`src/rtl/synth_param_loader.sv`:
```
// Byte-stream command parser for digital_synthesizer_v1: assembles 14-byte frames,
// validates sync/checksum/ranges and applies parameters atomically, re-arming the start level.
//
// state   | meaning
// --------+-----------------------------------------------------------------
// S_HUNT  | discard bytes until SYNC_BYTE
// S_RECV  | collect b1..b13 into shadow registers, watch idle timeout
// S_CHECK | checksum and range verdict (one cycle)
// S_APPLY | copy shadow registers to outputs, pulse FRAME_OK (one cycle)
// S_GAP   | hold SIGN_START_GEN low for GAP_CYC cycles before re-arming
module synth_param_loader #(
   parameter int         TIMEOUT_CYC = 1000,
   parameter int         GAP_CYC     = 4,
   parameter logic [7:0] SYNC_BYTE   = 8'hA5
) (
   input  logic        CLK,
   input  logic        RESET,
   input  logic [7:0]  IN_DATA,
   input  logic        IN_VALID,
   output logic        IN_READY,
   output logic        SIGN_START_GEN,
   output logic [1:0]  SIGNAL_TYPE,
   output logic [31:0] F_CARRIER,
   output logic [9:0]  T_IMPULSE,
   output logic [12:0] T_PERIOD,
   output logic [4:0]  NUM_OF_IMP,
   output logic [21:0] DEVIATION,
   output logic        FRAME_OK,
   output logic        FRAME_ERR,
   output logic [1:0]  ERR_CODE
);

   localparam int IDLE_W = $clog2(TIMEOUT_CYC + 1);
   localparam int GAP_W  = $clog2(GAP_CYC + 1);
   localparam logic [IDLE_W-1:0] IDLE_LOAD = IDLE_W'(TIMEOUT_CYC - 1);
   localparam logic [GAP_W-1:0]  GAP_LOAD  = GAP_W'(GAP_CYC - 1);
   localparam logic [31:0] F_CARRIER_MAX = 32'd4_200_000_000;

   typedef enum logic [2:0] {S_HUNT, S_RECV, S_CHECK, S_APPLY, S_GAP} state_t;

   state_t             state;
   logic [3:0]         byte_idx;
   logic [7:0]         xor_acc;
   logic [IDLE_W-1:0]  idle_cnt;
   logic [GAP_W-1:0]   gap_cnt;

   logic [1:0]  sh_type;
   logic [4:0]  sh_num;
   logic [31:0] sh_fc;
   logic [9:0]  sh_timp;
   logic [12:0] sh_tper;
   logic [21:0] sh_dev;

   logic xfer;
   logic range_bad;

   assign IN_READY  = (state == S_HUNT) || (state == S_RECV);
   assign xfer      = IN_VALID && IN_READY;
   assign range_bad = (sh_timp == 10'd0) || ({3'b000, sh_timp} > sh_tper) ||
                      (sh_fc > F_CARRIER_MAX);

   always_ff @(posedge CLK or negedge RESET) begin
      if (!RESET) begin
         state          <= S_HUNT;
         byte_idx       <= 4'd0;
         xor_acc        <= 8'd0;
         idle_cnt       <= '0;
         gap_cnt        <= '0;
         sh_type        <= 2'd0;
         sh_num         <= 5'd0;
         sh_fc          <= 32'd0;
         sh_timp        <= 10'd0;
         sh_tper        <= 13'd0;
         sh_dev         <= 22'd0;
         SIGN_START_GEN <= 1'b0;
         SIGNAL_TYPE    <= 2'd0;
         F_CARRIER      <= 32'd0;
         T_IMPULSE      <= 10'd0;
         T_PERIOD       <= 13'd0;
         NUM_OF_IMP     <= 5'd0;
         DEVIATION      <= 22'd0;
         FRAME_OK       <= 1'b0;
         FRAME_ERR      <= 1'b0;
         ERR_CODE       <= 2'd0;
      end else begin
         FRAME_OK  <= 1'b0;
         FRAME_ERR <= 1'b0;
         case (state)
            S_HUNT: begin
               if (xfer && (IN_DATA == SYNC_BYTE)) begin
                  state    <= S_RECV;
                  byte_idx <= 4'd1;
                  xor_acc  <= 8'd0;
                  idle_cnt <= IDLE_LOAD;
               end
            end
            S_RECV: begin
               if (xfer) begin
                  xor_acc  <= xor_acc ^ IN_DATA;
                  idle_cnt <= IDLE_LOAD;
                  case (byte_idx)
                     4'd1:  begin sh_type <= IN_DATA[1:0]; sh_num <= IN_DATA[6:2]; end
                     4'd2:  sh_fc[31:24]   <= IN_DATA;
                     4'd3:  sh_fc[23:16]   <= IN_DATA;
                     4'd4:  sh_fc[15:8]    <= IN_DATA;
                     4'd5:  sh_fc[7:0]     <= IN_DATA;
                     4'd6:  sh_timp[9:8]   <= IN_DATA[1:0];
                     4'd7:  sh_timp[7:0]   <= IN_DATA;
                     4'd8:  sh_tper[12:8]  <= IN_DATA[4:0];
                     4'd9:  sh_tper[7:0]   <= IN_DATA;
                     4'd10: sh_dev[21:16]  <= IN_DATA[5:0];
                     4'd11: sh_dev[15:8]   <= IN_DATA;
                     4'd12: sh_dev[7:0]    <= IN_DATA;
                     default: ;
                  endcase
                  if (byte_idx == 4'd13) state <= S_CHECK;
                  else                   byte_idx <= byte_idx + 4'd1;
               end else if (idle_cnt == '0) begin
                  FRAME_ERR <= 1'b1;
                  ERR_CODE  <= 2'd3;
                  state     <= S_HUNT;
               end else begin
                  idle_cnt <= idle_cnt - 1'b1;
               end
            end
            S_CHECK: begin
               // xor_acc covers b1..b13, so a consistent frame folds to zero
               if (xor_acc != 8'd0) begin
                  FRAME_ERR <= 1'b1;
                  ERR_CODE  <= 2'd1;
                  state     <= S_HUNT;
               end else if ((sh_type != 2'd0) && range_bad) begin
                  FRAME_ERR <= 1'b1;
                  ERR_CODE  <= 2'd2;
                  state     <= S_HUNT;
               end else begin
                  state <= S_APPLY;
               end
            end
            S_APPLY: begin
               FRAME_OK   <= 1'b1;
               ERR_CODE   <= 2'd0;
               F_CARRIER  <= sh_fc;
               T_IMPULSE  <= sh_timp;
               T_PERIOD   <= sh_tper;
               NUM_OF_IMP <= sh_num;
               DEVIATION  <= sh_dev;
               if (sh_type == 2'd0) begin
                  SIGN_START_GEN <= 1'b0;
                  state          <= S_HUNT;
               end else begin
                  SIGNAL_TYPE <= sh_type;
                  if (SIGN_START_GEN) begin
                     SIGN_START_GEN <= 1'b0;
                     gap_cnt        <= GAP_LOAD;
                     state          <= S_GAP;
                  end else begin
                     SIGN_START_GEN <= 1'b1;
                     state          <= S_HUNT;
                  end
               end
            end
            S_GAP: begin
               if (gap_cnt == '0) begin
                  SIGN_START_GEN <= 1'b1;
                  state          <= S_HUNT;
               end else begin
                  gap_cnt <= gap_cnt - 1'b1;
               end
            end
            default: state <= S_HUNT;
         endcase
      end
   end

endmodule

```
`config.mk`:
```
export PLATFORM = sky130hd
export DESIGN_NAME = synth_param_loader
export DESIGN_NICKNAME = d
export VERILOG_FILES = /design/src/rtl/synth_param_loader.sv
export SDC_FILE = /design/constraint.sdc
export NUM_CORES = 1
export LEC_CHECK = 0
export BUFFER_PORTS_ARGS = -buffer_cell sky130_fd_sc_hd__clkbuf_2
export CORE_MARGIN = 3
export CORE_UTILIZATION = 44
export CTS_CLUSTER_DIAMETER = 200
export CTS_CLUSTER_SIZE = 10
export DETAILED_ROUTE_END_ITERATION = 8
export PLACE_DENSITY = 0.63
export SETUP_SLACK_MARGIN = 0.02
export SLEW_MARGIN = 20
export SYNTH_ARGS = -nofsm -noshare
export SYNTH_HDL_FRONTEND = slang
export SYNTH_SLANG_ARGS = --single-unit
```
`constraint.sdc`:
```
create_clock -name CLK -period 2.65 [get_ports CLK]
set_input_delay 0.265 -clock CLK [delete_from_list [all_inputs] [get_ports CLK]]
set_output_delay 0.265 -clock CLK [all_outputs]
set_load 0.005 [all_outputs]
```
==> key figures <==
Status
  • Status: completed

Yosys
  • Most frequent cell after synthesis: nand2_1
  • Synth top cells by count: nand2_1 (271), dfrtp_1 (201), mux2_2 (84)
  • Gate count after technology mapping: 803
  • Area of the mapped netlist: 8544 sq um
  • Dominant synthesized flop cell: dfrtp_1
  • Syn. warnings: 0
  • Top cell type's share of synthesized area: 0.5887
  • Share of synthesized registers carrying an async set or reset: 1.000
  • #FFs+latches synth: 201
  • EDFF count, synth: 0
  • Yosys top cell by area: dfrtp_1
  • Syn nets: 831
  • Post-synthesis sequential area ratio: 0.5887
  • Synth Area per Inst: 10.64 sq um
  • Netlist cell types: 55
  • Area contributors post-synth: dfrtp_1 (59%), nand2_1 (12%), mux2_2 (11%)

Critical path
  • Crit path kind: reg2reg
  • CP max FO: 10
  • Crit end category: register
  • Crit path DAT: 2.73 ns
  • R2r setup slk: 0.27 ns
  • R2R Path Start: idle_cnt[3]$_DFFE_PN0P_
  • Crit path from: idle_cnt[3]$_DFFE_PN0P_
  • Worst Path Required: 2.99 ns
  • Reg2Reg Capture Point: idle_cnt[5]$_DFFE_PN0P_
  • Reg2Reg Depth: 7
  • Startpoint types: register

Power
  • Lkg Pwr: 5.251 nW
  • VDD IR-drop max: 0.5486 mV
  • PD cells: 971.2 nW/um^2

Routing
  • Initial DRC Count: 276
  • WL per Instance: 16.38 um
  • Total number of vias: 5897
  • ANT nets after route: 0
  • Vias per cell: 5.027
  • Overall routed net length: 19220 um
  • # DRC: 0
  • DRT Pass-1 Iters: 4

Floorplanning
  • Die Area: 21130 sq um
  • Core area: 18890 sq um
  • Die height: 145.4 um
  • Die width: 145.4 um
  • Rows: 50
  • Initial Util: 0.4523
  • I/O pin cnt: 101

Worst hold path
  • Worst hold path stage count: 3
  • Worst Hold End: sh_fc[25]$_DFFE_PN0P_
  • Hold Crit Start: IN_DATA[1]
  • Hold WC Path Type: in2reg

Timing
  • Final setup TNS: 0 ns
  • Slew HR: 0.5452
  • Crit share post-route: 0.8984
  • Unrepaired setup endpoints after global routing: no
  • Final Critical Period: 2.381 ns
  • Slew @ Worst Pin: 0.6822 ns
  • Clock Skews: 0.01245 ns
  • Slew Viols, Final: 0
  • Max frequency: 0.4201 GHz
  • # setup viols final: 0
  • Final hold violation count: 0

Flow run
  • Max cap viols: 0

CTS
  • Clock Latency Late Sink: 0.50 ns
  • CTS tree: built
  • CTS clk-pin slew, worst paths: 0.06 ns
  • Clk buf depth: 3
  • Num CTS Buffers: 24
  • Htree depth: 1
  • CTS Sinks: 201
  • CTS root buffer: clkbuf_16

Final layout
  • Multi-input logic area: 3282 sq um
  • Fin cells: 1173
  • Fill cells: 1727
  • Layout area overhead: 17.89%
  • Final net count: 940
  • Share of cells above drive strength 1: 0.2782
  • FF+latch area: 5030 sq um
  • Ant diodes: 0

Placement
  • Cell count after placement: 1145
  • # port buffers: 100
  • GP Congestion: 0.8150
  • HPWL after DPL: 12940 um

GRT
  • Number of global-route vias before repair: 6052
  • Largest net degree at the start of global routing: 70
  • Initial antenna violation count: 0
  • Total Routing Usage GR: 0.1856
  • Remaining Overflow, GRT: 0
  • First-pass GRT wire length: 32490 um
-- critical path: stages (launching register included) --
cell      delay, ns
dfrtp_1        0.43
or4_4          0.56
or4_4          0.60
o21ai_2        0.15
a21boi_2       0.14
nand2_1        0.14
or4_1          0.13
nand3_1        0.07
-- kinds of logic after synthesis --
kind of cell,synth area share
buffers and inverters,0.02811
muxes,0.1107
xor gates and xnor gates,0.01640
and+or+nand+nor,0.1889
adders and majority gates,0.02489
AOI/OAI and AO/OA,0.04232
DFF,0.5887
-- metrics by stage --
stage	setup WS [ns]	hold WS (ns)	instance area [sq um]	power, W	util
after CTS	0.2734	0.2453	10070	0.009884	0.5332
after global placement	0.3179	0.3168	9425	0.006994	0.4989
after floorplan	0.3571	-0.03059	8544	0.006099	-
after detailed placement	0.2834	0.3140	9425	0.007054	0.4989
after global routing	0.05763	0.2605	10070	0.01045	0.5332
final	0.2694	0.2581	10070	0.009783	0.5332
-- area by class of cell --
| cell class | count | area share |
|---|---|---|
| flip-flops and latches | 201 | 0.4993 |
| clock buffers | 26 | 0.06248 |
| multi-input cells | 543 | 0.3258 |
| repair buffers | 121 | 0.07142 |
| well taps | 260 | 0.03229 |
| inverters | 21 | 0.007825 |
| clock inverters | 1 | 0.0008695 |
-- registers in the layout (all words and copies together) (netlist names), 4 cells and up --
signal and cells:
sh_dev 22, byte_idx 4, DEVIATION 22, xor_acc 8, idle_cnt 10, sh_num 5
sh_timp 10, T_PERIOD 13, NUM_OF_IMP 5, sh_fc 32, T_IMPULSE 10, sh_tper 13
F_CARRIER 32
-- placed cells by master (no fill, tap or decap), types with 3 or more instances in the layout --
cell,count
nor3_1,9
a21o_1,3
nand3_1,7
mux2_2,84
nor2_2,11
ha_1,17
nor2_1,27
o21ai_0,21
nand2_1,270
a21oi_1,12
buf_12,4
dfrtp_1,201
inv_1,20
clkbuf_2,99
and2_1,3
nand2b_1,4
nor4_1,7
nand4_1,5
buf_4,16
and3_1,3
clkbuf_16,25
o211a_1,4
xor2_1,14
-- power by group --
group | internal, W | switching, W
Combinational | 0.00118 | 0.00129
Clock | 0.00166 | 0.00114
Sequential | 0.00388 | 0.000636
-- routing by layer --
layer	wire [um]	GRT usage	vias to the layer above
met4	318	0.03751	0
met5	0	0	-
met1	9310	0.2759	2893
met3	815	0.02834	27
li1	-	-	2860
met2	8771	0.2933	117
-- worst max-delay path by stage --
stage / cells past startpoint / end / slack [ns]
2_1_floorplan: 8 / byte_idx[2]$_DFFE_PN0P_ / 0.36
5_1_grt: 8 / ERR_CODE[1]$_DFFE_PN0P_ / 0.06
3_5_place_dp: 7 / state[0]$_DFFE_PN0P_ / 0.28
6_report: 7 / idle_cnt[5]$_DFFE_PN0P_ / 0.27
4_1_cts: 7 / idle_cnt[5]$_DFFE_PN0P_ / 0.27
3_3_place_gp: 7 / state[0]$_DFFE_PN0P_ / 0.32
-- what timing repair did --
| item | in CTS | in global routing |
|---|---|---|
| setup buffers | 0 | 0 |
| hold endpoints to repair | 66 | 0 |
| gates resized for setup | 0 | 0 |
| hold buffers | 1 | 0 |
(Power assumes the default switching activity.)
